File: src/rtl/cmd_stream_router_pkg.sv
// Shared constants and state encoding for the command stream router.
package cmd_stream_router_pkg;

   localparam int unsigned MAX_DIM_DEF     = 16;
   localparam int unsigned SRAM_AW_DEF     = 10;

   localparam logic [7:0] OP_LOAD_VEC      = 8'h01;
   localparam logic [7:0] OP_MATMUL        = 8'h02;

   localparam logic [1:0] ERR_NONE         = 2'd0;
   localparam logic [1:0] ERR_OPCODE       = 2'd1;
   localparam logic [1:0] ERR_LEN          = 2'd2;
   localparam logic [1:0] ERR_DIMS         = 2'd3;

   typedef enum logic [2:0] {
      ST_IDLE      = 3'd0,
      ST_LV_LEN    = 3'd1,
      ST_LV_DATA   = 3'd2,
      ST_MM_VDIM   = 3'd3,
      ST_MM_HDIM   = 3'd4,
      ST_MM_EMIT_V = 3'd5,
      ST_MM_EMIT_H = 3'd6,
      ST_MM_BODY   = 3'd7
   } state_t;

endpackage

File: src/rtl/cmd_stream_router.sv
// Parses the host byte stream: vector loads go to the SRAM write port,
// validated matmul headers plus matrix body go to the multiplier.
module cmd_stream_router
   import cmd_stream_router_pkg::*;
#(
   parameter int unsigned MAX_DIM         = MAX_DIM_DEF,
   parameter int unsigned SRAM_ADDR_WIDTH = SRAM_AW_DEF
) (
   input  logic                       clk,
   input  logic                       rst,
   input  logic [7:0]                 in_data,
   input  logic                       in_valid,
   output logic                       in_ready,
   output logic [7:0]                 mm_data,
   output logic                       mm_valid,
   input  logic                       mm_ready,
   output logic                       sram_we,
   output logic [SRAM_ADDR_WIDTH-1:0] sram_addr,
   output logic [7:0]                 sram_din,
   output logic [7:0]                 vec_len,
   output logic                       busy,
   output logic                       err,
   output logic [1:0]                 err_code
);

   state_t                     state_q, state_d;
   logic [7:0]                 len_q, len_d;
   logic [7:0]                 cnt_q, cnt_d;
   logic [7:0]                 vdim_q, vdim_d;
   logic [7:0]                 hdim_q, hdim_d;
   logic [7:0]                 vec_len_q, vec_len_d;
   logic [15:0]                rem_q, rem_d;
   logic                       we_q, we_d;
   logic [SRAM_ADDR_WIDTH-1:0] addr_q, addr_d;
   logic [7:0]                 din_q, din_d;
   logic                       err_q, err_d;
   logic [1:0]                 code_q, code_d;

   logic in_fire;
   logic mm_fire;
   logic len_ok;
   logic dims_ok;
   logic lv_last;

   assign in_fire = in_valid && in_ready;
   assign mm_fire = mm_valid && mm_ready;
   assign len_ok  = (in_data != 8'd0) && (in_data <= 8'(MAX_DIM));
   // hdim arrives on in_data in MM_HDIM; vdim was latched the cycle before
   assign dims_ok = (vdim_q != 8'd0) && (in_data != 8'd0) &&
                    (in_data <= 8'(MAX_DIM)) && (in_data <= vec_len_q);
   assign lv_last = (cnt_q == len_q - 8'd1);

   // State register
   always_ff @(posedge clk) begin
      if (rst) state_q <= ST_IDLE;
      else     state_q <= state_d;
   end

   // Next-state decode
   always_comb begin
      state_d = state_q;
      case (state_q)
         ST_IDLE: begin
            if (in_fire) begin
               if (in_data == OP_LOAD_VEC)     state_d = ST_LV_LEN;
               else if (in_data == OP_MATMUL)  state_d = ST_MM_VDIM;
            end
         end
         ST_LV_LEN:    if (in_fire) state_d = len_ok ? ST_LV_DATA : ST_IDLE;
         ST_LV_DATA:   if (in_fire && lv_last) state_d = ST_IDLE;
         ST_MM_VDIM:   if (in_fire) state_d = ST_MM_HDIM;
         ST_MM_HDIM:   if (in_fire) state_d = dims_ok ? ST_MM_EMIT_V : ST_IDLE;
         ST_MM_EMIT_V: if (mm_ready) state_d = ST_MM_EMIT_H;
         ST_MM_EMIT_H: if (mm_ready) state_d = ST_MM_BODY;
         ST_MM_BODY:   if (mm_fire && (rem_q == 16'd1)) state_d = ST_IDLE;
         default:      state_d = ST_IDLE;
      endcase
   end

   // Handshake outputs and datapath next values
   always_comb begin
      in_ready  = 1'b0;
      mm_valid  = 1'b0;
      mm_data   = 8'd0;
      len_d     = len_q;
      cnt_d     = cnt_q;
      vdim_d    = vdim_q;
      hdim_d    = hdim_q;
      vec_len_d = vec_len_q;
      rem_d     = rem_q;
      we_d      = 1'b0;
      addr_d    = addr_q;
      din_d     = din_q;
      err_d     = 1'b0;
      code_d    = code_q;
      case (state_q)
         ST_IDLE: begin
            in_ready = 1'b1;
            if (in_fire && (in_data != OP_LOAD_VEC) && (in_data != OP_MATMUL)) begin
               err_d  = 1'b1;
               code_d = ERR_OPCODE;
            end
         end
         ST_LV_LEN: begin
            in_ready = 1'b1;
            if (in_fire) begin
               if (len_ok) begin
                  len_d = in_data;
                  cnt_d = 8'd0;
               end else begin
                  err_d  = 1'b1;
                  code_d = ERR_LEN;
               end
            end
         end
         ST_LV_DATA: begin
            in_ready = 1'b1;
            if (in_fire) begin
               we_d   = 1'b1;
               addr_d = SRAM_ADDR_WIDTH'(cnt_q);
               din_d  = in_data;
               cnt_d  = cnt_q + 8'd1;
               if (lv_last) vec_len_d = len_q;
            end
         end
         ST_MM_VDIM: begin
            in_ready = 1'b1;
            if (in_fire) vdim_d = in_data;
         end
         ST_MM_HDIM: begin
            in_ready = 1'b1;
            if (in_fire) begin
               hdim_d = in_data;
               if (dims_ok) begin
                  rem_d = 16'(vdim_q) * 16'(in_data);
               end else begin
                  err_d  = 1'b1;
                  code_d = ERR_DIMS;
               end
            end
         end
         ST_MM_EMIT_V: begin
            mm_valid = 1'b1;
            mm_data  = vdim_q;
         end
         ST_MM_EMIT_H: begin
            mm_valid = 1'b1;
            mm_data  = hdim_q;
         end
         ST_MM_BODY: begin
            // zero-latency pass-through, backpressure straight to the host
            in_ready = mm_ready;
            mm_valid = in_valid;
            mm_data  = in_data;
            if (mm_fire) rem_d = rem_q - 16'd1;
         end
         default: ;
      endcase
   end

   // Datapath registers
   always_ff @(posedge clk) begin
      if (rst) begin
         len_q     <= 8'd0;
         cnt_q     <= 8'd0;
         vdim_q    <= 8'd0;
         hdim_q    <= 8'd0;
         vec_len_q <= 8'd0;
         rem_q     <= 16'd0;
         we_q      <= 1'b0;
         addr_q    <= '0;
         din_q     <= 8'd0;
         err_q     <= 1'b0;
         code_q    <= ERR_NONE;
      end else begin
         len_q     <= len_d;
         cnt_q     <= cnt_d;
         vdim_q    <= vdim_d;
         hdim_q    <= hdim_d;
         vec_len_q <= vec_len_d;
         rem_q     <= rem_d;
         we_q      <= we_d;
         addr_q    <= addr_d;
         din_q     <= din_d;
         err_q     <= err_d;
         code_q    <= code_d;
      end
   end

   assign sram_we   = we_q;
   assign sram_addr = addr_q;
   assign sram_din  = din_q;
   assign vec_len   = vec_len_q;
   assign busy      = (state_q != ST_IDLE);
   assign err       = err_q;
   assign err_code  = code_q;

endmodule

File: config.mk
export PLATFORM = sky130hd
export DESIGN_NAME = cmd_stream_router
export DESIGN_NICKNAME = d
export VERILOG_FILES = /design/src/rtl/cmd_stream_router_pkg.sv /design/src/rtl/cmd_stream_router.sv
export SDC_FILE = /design/constraint.sdc
export NUM_CORES = 1
export LEC_CHECK = 0
export CAP_MARGIN = 20
export CORE_MARGIN = 5
export CORE_UTILIZATION = 48
export DETAILED_ROUTE_END_ITERATION = 10
export GPL_ROUTABILITY_DRIVEN = 0
export PLACE_DENSITY = 0.68
export SYNTH_ARGS = -nofsm -noshare
export SYNTH_HDL_FRONTEND = slang
export SYNTH_SLANG_ARGS = --single-unit
File: constraint.sdc
create_clock -name clk -period 8.44 [get_ports clk]
set_input_delay 2.11 -clock clk [delete_from_list [all_inputs] [get_ports clk]]
set_output_delay 2.11 -clock clk [all_outputs]
set_load 0.005 [all_outputs]
# Word-level counts from Yosys, hierarchy flattened
# Index checks and enable logic that the tools add are counted.
[totals]
out_inout_bits = 41
input_bits = 12
reg_bits = 79
[classes]
eq_ne = 29
muxes = 37
order_cmp = 2
bitwise_logic = 1
multipliers = 1
reduce_logical = 29
add_sub_neg = 3
[ops]
columns = ["cell", "n"]
rows = [
  ["$mux W16", 3],
  ["$mux W3", 11],
  ["$pmux W16 S2", 1],
  ["$ne A2 B2 Y1 const B", 15],
  ["$mux W8", 3],
  ["$pmux W3 S8", 1],
  ["$pmux W8 S3", 1],
  ["$eq A16 B1 Y1 const B", 1],
  ["$mul A8 B8 Y16", 1],
  ["$pmux W8 S2", 1],
  ["$reduce_bool A8 Y1", 2],
  ["$sub A16 B1 Y16 const B", 1],
  ["$eq A3 B3 Y1 const B", 4],
  ["$mux W2", 6],
  ["$logic_and A1 B1 Y1", 10],
  ["$reduce_and A9 Y1", 1],
  ["$add A8 B1 Y8 const B", 1],
  ["$eq A8 B1 Y1 const B", 1],
  ["$eq A8 B2 Y1 const B", 1],
  ["$eq A8 B8 Y1", 1],
  ["$le A8 B5 Y1 const B", 1],
  ["$le A8 B8 Y1", 1],
  ["$ne A8 B1 Y1 const B", 1],
  ["$ne A8 B2 Y1 const B", 1],
  ["18 further kinds", 32],
]

# Logic depth before layout (Yosys ltp)
# Gate-level depths: netlist of the first run.
[depth]
depth_word = 8
mapped_depth = 19

# Worst setup path after synthesis of the first run
# No wires, ideal clock.
[synth_path]
path_kind = "input -> register"
start = "input port in_data[7]"
end = "register rem_q[11]"
setup_slack_ps = 2118
required_ps = 8309
arrival_time_ps = 6192
cell_stages = 18
setup_ps = 131
path_cell_list = "clkbuf_1 -> nand2_1 -> fa_1 -> fa_1 -> inv_1 -> fa_1 -> inv_1 -> fa_1 -> inv_1 -> ha_1 -> o21a_1 -> o31a_1 -> o21ai_0 -> a21boi_0 -> o21a_1 -> or3_1 -> a31oi_1 -> o22ai_1"
[synth_via]
elab_chain_cells = 6
word_cells_on_any_way = 12
[synth_rtl]
columns = ["element", "line_no", "rtl"]
rows = [
  ["start, declared", "cmd_stream_router.sv:11", "input logic [7:0] in_data,"],
  ["parallel branches: the longest is 6 deep, another holds $mul A8 B8 Y16", "-", ""],
  ["end signal, assigned", "cmd_stream_router.sv:181", "rem_q <= rem_d;"],
  ["end, declared", "cmd_stream_router.sv:32", "logic [15:0] rem_q, rem_d;"],
]
# Parallel ways; which one is timed is not known. The select of a mux whose other input is x is not followed.
# A chain may end at the register's enable or synchronous reset.

# Worst setup path after layout of the first run
[layout_path]
start = "input port in_data[3]"
end = "register rem_q[14]"
# The elaborated chain is that of the path after synthesis.

==> impl_metrics.yaml, run 1 <==
logic_synthesis:
  synth_top_family_by_area: "simple AND/OR/NAND/NOR gates"
  synthTopCellsByArea: "dfxtp_1, fa_1, ha_1, nand2_1, and2_1"
  synth_compound_gate_area_share: 0.1414
  synthXorXnorAreaFrac: 0.02863
  muxShareOfSynthArea: 0.04830
  ys.flop_type: "dfxtp_1"
  syn_area_um2: 6425
  synth_top_area_cell: "dfxtp_1"
  synth-edff-count: 0
  synth_common_cells: "nand2_1, dfxtp_1, nor2_1"
  synthMostInstantiatedCell: "nand2_1"
  syn_area_per_cell_um2: 7.864
  netlist_instances: 817
  ys_ff_latch: 79
  synth_top_area_frac: 0.2462
  yosysWarnings: 0
  synth_fa_ha_area_frac: 0.2056
  synthSimpleGateAreaFrac: 0.2604
  synth-async-reset-ratio: 0
  seq_area_frac_synth: 0.2462
  synth_cell_types: 61
routing:
  drc: 0
  routed_wl_mm: 16.28
  drt-wirelength-per-cell_um: 15.99
  num_vias: 5627
  via_per_inst: 5.528
  drt_iter0_drc: 327
  drt_first_pass_iters: 4
  drtAntennaViolNets: 0
sta:
  period_needed_ns: 6.846
  whs_ns: 0.4541
  timing.setup.tns_ns: 0
  fin_crit_sh: 0.8111
  finClkSkew_ns: 0.008718
  slew_viol_final: 0
  worst_slew_pin_slew_ns: 1.057
  fmax_mhz: 146.1
  final-hold-violation-count: 0
  finalSetupViolCount: 0
  grt_setup_unrepaired: "no"
  slew_headroom: 0.2909
critical_path:
  cp_max_fo: 16
  crit_path_end_kind: "register"
  r2r_start: "vdim_q[0]"
  r2r_slack_ns: 3.65
  r2r_end: "rem_q[11]"
  rr_worst_depth: 17
  cp_data_required_time_ns: 8.71
  cp-start-kind: "primary input"
  crit_arrival_ns: 7.11
  crit_type: "primary input to register"
placed_design:
  dp_hpwl_mm: 12.18
  port_buffers: 50
power_and_ir_drop:
  power.internal_uw: 711.5
  irDropWorstVdd_mv: 0.1300
  pwr-share-seq: 0.394
  p_clk_frac: 0.445
  p_comb_frac: 0.161
  p_leak_nw: 3.209
  power_per_cell_area_nw_per_um2: 134.6
  p_sw_frac: 0.2799
  p_switching_uw: 276.6
job:
  maxCapViolCount: 0
cells_and_area:
  n_fill_cell: 1239
  area_growth_syn_to_layout_pct: 14.24
  nets: 933
  drive_gt1_frac: 0.05107
  diodes: 0
grt:
  grt.overflow.total: 0
  grt_usage: 0.2095
  grt_pass1_wl_mm: 27.52
  antenna_found_initial: 0
  grt_max_degree: 78
  grt_pass1_vias: 5678
floorplan:
  die_h_um: 125.7
  ios: 53
  coreArea_um2: 13190
  die-area_um2: 15800
  rows: 42
  start_util: 0.4871
  die_w_um: 125.7
clock_tree:
  cts_buffer_depth: 2
  cts_htree_levels: 3
  cts_setup_buffers: 0
  insertion_delay_ns: 0.35
  cts.clk_slew.worst_paths_ns: 0.07
  cts_hold_buf: 0
  numCtsBuffers: 9
  cts_sinks: 79
  cts_tree: "done"
  cts_resized: 0
  cts-root-buf: "clkbuf_16"
worst_hold_path:
  hp-start: "sram_addr[5]"
  hold_depth: 2
  hp-class: "register to register"
  hold_end: "sram_addr[5]"
run_status:
  status: "finished, final reports clean"
-- worst max-delay path, cell delays in order --
cell and delay [ns]:
clkdlybuf4s50_1 0.73, and2_1 0.31, fa_1 0.42, fa_1 0.54, inv_1 0.05, fa_1 0.46, fa_1 0.54, inv_1 0.04
ha_1 0.33, o21ai_0 0.10, nor2_1 0.09, o31ai_1 0.48, a31oi_1 0.23, o211ai_1 0.21, nand3_1 0.10, o211a_1 0.21
nor3_1 0.15
-- final cells by class --
cell class | instances | area [um2] | share of cell area
clock buffer | 9 | 225.2 | 0.03069
clock inverter | 7 | 108.9 | 0.01483
inverter | 65 | 244.0 | 0.03324
multi-input combinational | 624 | 4404 | 0.6001
sequential | 79 | 1582 | 0.2155
tap | 176 | 220.2 | 0.03000
timing repair buffer | 58 | 555.5 | 0.07569
-- placed cells by master (no fill, tap or decap), drive strengths merged, types with 6 or more instances in the layout --
master / instances
xnor2: 7
nand3: 14
o21a: 6
mux2: 8
a211oi: 10
nor3: 19
a31oi: 7
xor2: 14
and2: 61
nor2: 77
buf: 9
nand2: 107
clkdlybuf4s50: 49
mux2i: 22
nor2b: 7
fa: 36
a21oi: 55
dfxtp: 79
clkbuf: 9
o21ai: 42
nand2b: 7
nand4: 7
or3: 6
ha: 48
inv: 70
nor4: 9
-- flip-flops by register name, summed over array words and instances (netlist names) --
name and flops:
sram_din 8, hdim_q 8, err 1, state_q 3, rem_q 16, vec_len 8
sram_we 1, cnt_q 8, sram_addr 8, vdim_q 8, len_q 8, err_code 2
-- stage by stage --
stage | power [mW] | worst slack [ns] | instances | utilization | area [um2]
after detailed placement | 0.5556 | 1.227 | 1002 | 0.5311 | 7005
after global placement | 0.5532 | 1.334 | 1002 | 0.5311 | 7005
after floorplan | 0.4988 | 2.118 | 818 | - | 6429
after global routing | 1.030 | 1.255 | 1018 | 0.5564 | 7340
after CTS | 0.9980 | 1.609 | 1018 | 0.5564 | 7340
final | 0.9881 | 1.594 | 1018 | 0.5564 | 7340
-- layer usage --
layer	vias up	part of all wire	global-route usage
li1	2782	-	-
met5	-	0	0
met4	0	0.030	0.08418
met1	2687	0.44	0.2575
met3	37	0.033	0.04107
met2	121	0.49	0.3609
-- power by group through the flow --
stage	clock, mW	sequential, mW	combinational, mW
final	0.440	0.390	0.159
after global routing	0.465	0.391	0.173
after CTS	0.450	0.390	0.158
after detailed placement	0	0.398	0.157
after global placement	0	0.398	0.156
after floorplan	0	0.397	0.102
-- kinds of logic after synthesis --
| group | Yosys count |
|---|---|
| AOI/OAI and AO/OA | 151 |
| xor gates and xnor gates | 21 |
| adders and majority gates | 84 |
| buffers and inverters | 115 |
| DFF | 79 |
| muxes | 30 |
| other | 1 |
| and+or+nand+nor | 336 |
-- worst max path at each step --
| stage | startpoint | endpoint | slack [ns] | depth (start not counted) |
|---|---|---|---|---|
| 3_3_place_gp | in_data[7] | rem_q[11] | 1.33 | 18 |
| 4_1_cts | in_data[3] | rem_q[14] | 1.61 | 17 |
| 3_5_place_dp | in_data[3] | rem_q[14] | 1.23 | 17 |
| 6_report | in_data[3] | rem_q[14] | 1.59 | 17 |
| 2_1_floorplan | in_data[7] | rem_q[11] | 2.12 | 18 |
| 5_1_grt | in_data[3] | rem_q[14] | 1.26 | 17 |
(Power assumes the default switching activity.)
==> run 2, diff against run 1 <==
PLACE_DENSITY = 0.71   (was 0.68)
clock period = 5.9 ns   (was 8.44 ns; I/O delays follow)
==> run 2 against run 1 <==
Against the previous run:
- worst setup slack got worse by 1.4 ns
- register-to-register slack got worse by 2.6 ns
- sequential share of layout area decreased by 0.52 points
- critical path depth increased by 1
- worst hold slack got worse by 0.0013 ns
- die area unchanged
- count of clock-buffer cells in the layout increased by 1
- global-route usage about the same
- flip-flop and latch count unchanged
- clock power increased by 26%
- total power increased by 36%
- critical endpoint is now rem_q[11]
- largest cell class unchanged
- highest routed layer unchanged
==> impl_metrics.yaml, run 2 (same netlist as run 1, synthesis figures left out) <==
grt:
  grt_pass1_wl_mm: 27.41
  grt.overflow.total: 0
  grt_usage: 0.2097
  antenna_found_initial: 0
  grt_pass1_vias: 5582
  grt_max_degree: 53
clock_tree:
  numCtsBuffers: 9
  cts_tree: "done"
  cts_hold_buf: 0
  cts_resized: 0
  cts_htree_levels: 3
  cts_sinks: 79
  cts-root-buf: "clkbuf_16"
  cts.clk_slew.worst_paths_ns: 0.06
  cts_setup_buffers: 0
  insertion_delay_ns: 0.35
  cts_buffer_depth: 2
routing:
  drt-wirelength-per-cell_um: 15.69
  drt_first_pass_iters: 5
  drc: 0
  num_vias: 5781
  drtAntennaViolNets: 0
  routed_wl_mm: 16.41
  drt_iter0_drc: 373
  via_per_inst: 5.527
critical_path:
  crit_arrival_ns: 5.86
  crit_start: "in_data[5]"
  crit_type: "primary input to register"
  crit_path_end_kind: "register"
  r2r_start: "vdim_q[2]"
  cp_data_required_time_ns: 6.09
  cp-start-kind: "primary input"
  cp_max_fo: 2
sta:
  fin_crit_sh: 0.9606
  slew_headroom: 0.3000
  fmax_mhz: 176.4
  layout_setup_ws_ns: 0.2322
  timing.setup.tns_ns: 0
  final-hold-violation-count: 0
  period_needed_ns: 5.668
  finClkSkew_ns: 0.005934
  grt_setup_unrepaired: "yes"
  finalSetupViolCount: 0
  worst_slew_pin_slew_ns: 1.043
  slew_viol_final: 0
job:
  maxCapViolCount: 0
worst_hold_path:
  hp-class: "register to register"
  hp-start: "sram_addr[7]"
floorplan:
  ios: 53
  coreArea_um2: 13190
  rows: 42
  die_w_um: 125.7
  start_util: 0.4871
  die-area_um2: 15800
  die_h_um: 125.7
power_and_ir_drop:
  p_leak_nw: 3.353
  irDropWorstVdd_mv: 0.1514
  power_per_cell_area_nw_per_um2: 179.0
cells_and_area:
  area_growth_syn_to_layout_pct: 17.08
  n_fill_cell: 1225
  layout_common_cells: "nand2_1, dfxtp_1, nor2_1"
  drive_gt1_frac: 0.08391
  nets: 961
  regMostFlops: "rem_q"
  final_common_cell: "nand2_1"
  largest_reg_flops: 16
  diodes: 0
run_status:
  status: "finished, final reports clean"
placed_design:
  dp_slack_ns: -0.3522
  dp_hpwl_mm: 12.47
  port_buffers: 50
## run 2: final timing paths
check,slack (ns),end,depth (start not counted)
min,0.45,sram_addr[7],2
max reg2reg,1.10,rem_q[11],17
min reg2reg,0.45,sram_addr[7],2
max,0.23,rem_q[11],18
## run 2: final cells by class
cell class | count | area [um2] | share of cell area
inverters | 65 | 244.0 | 0.03244
well taps | 176 | 220.2 | 0.02927
clock inverters | 6 | 50.05 | 0.006653
multi-input cells | 624 | 4414 | 0.5868
repair buffers | 86 | 773.2 | 0.1028
clock buffers | 10 | 239.0 | 0.03177
flip-flops and latches | 79 | 1582 | 0.2102
## run 2: critical path, stage by stage
cell and delay (ns):
clkdlybuf4s50_1 0.48, nand2_1 0.08, fa_1 0.57, fa_1 0.55, inv_1 0.05, fa_1 0.52, inv_1 0.05, fa_1 0.52
inv_1 0.04, ha_1 0.30, o21a_1 0.11, o31a_1 0.12, o21ai_2 0.13, a21boi_1 0.10, o21a_1 0.18, or3_1 0.30
a31oi_1 0.18, o22ai_1 0.10
## run 2: layer usage
layer | GRT usage | share of wire | vias up
met1 | 0.2719 | 0.44 | 2732
met3 | 0.02752 | 0.049 | 29
met2 | 0.3590 | 0.49 | 175
met5 | 0 | 0 | -
met4 | 0.07526 | 0.024 | 0
li1 | - | - | 2845
## run 2: power breakdown
group          internal [mW]  leakage [nW]  total [mW]  switching [mW]
clock                  0.303         0.142       0.554           0.250
combinational         0.0940          2.57       0.234           0.140
sequential             0.548         0.637       0.559          0.0105
total                  0.946          3.35        1.35           0.401
## run 2: stage by stage
step,area [um2],utilization,power (mW),hold slack (ns),std cells
2_1_floorplan,6429,-,0.7135,0.4485,818
3_3_place_gp,7216,0.5471,0.8019,0.4448,1030
3_5_place_dp,7216,0.5471,0.8031,0.4456,1030
4_1_cts,7505,0.5690,1.359,0.4546,1046
5_1_grt,7522,0.5703,1.407,0.4693,1046
6_report,7522,0.5703,1.347,0.4527,1046
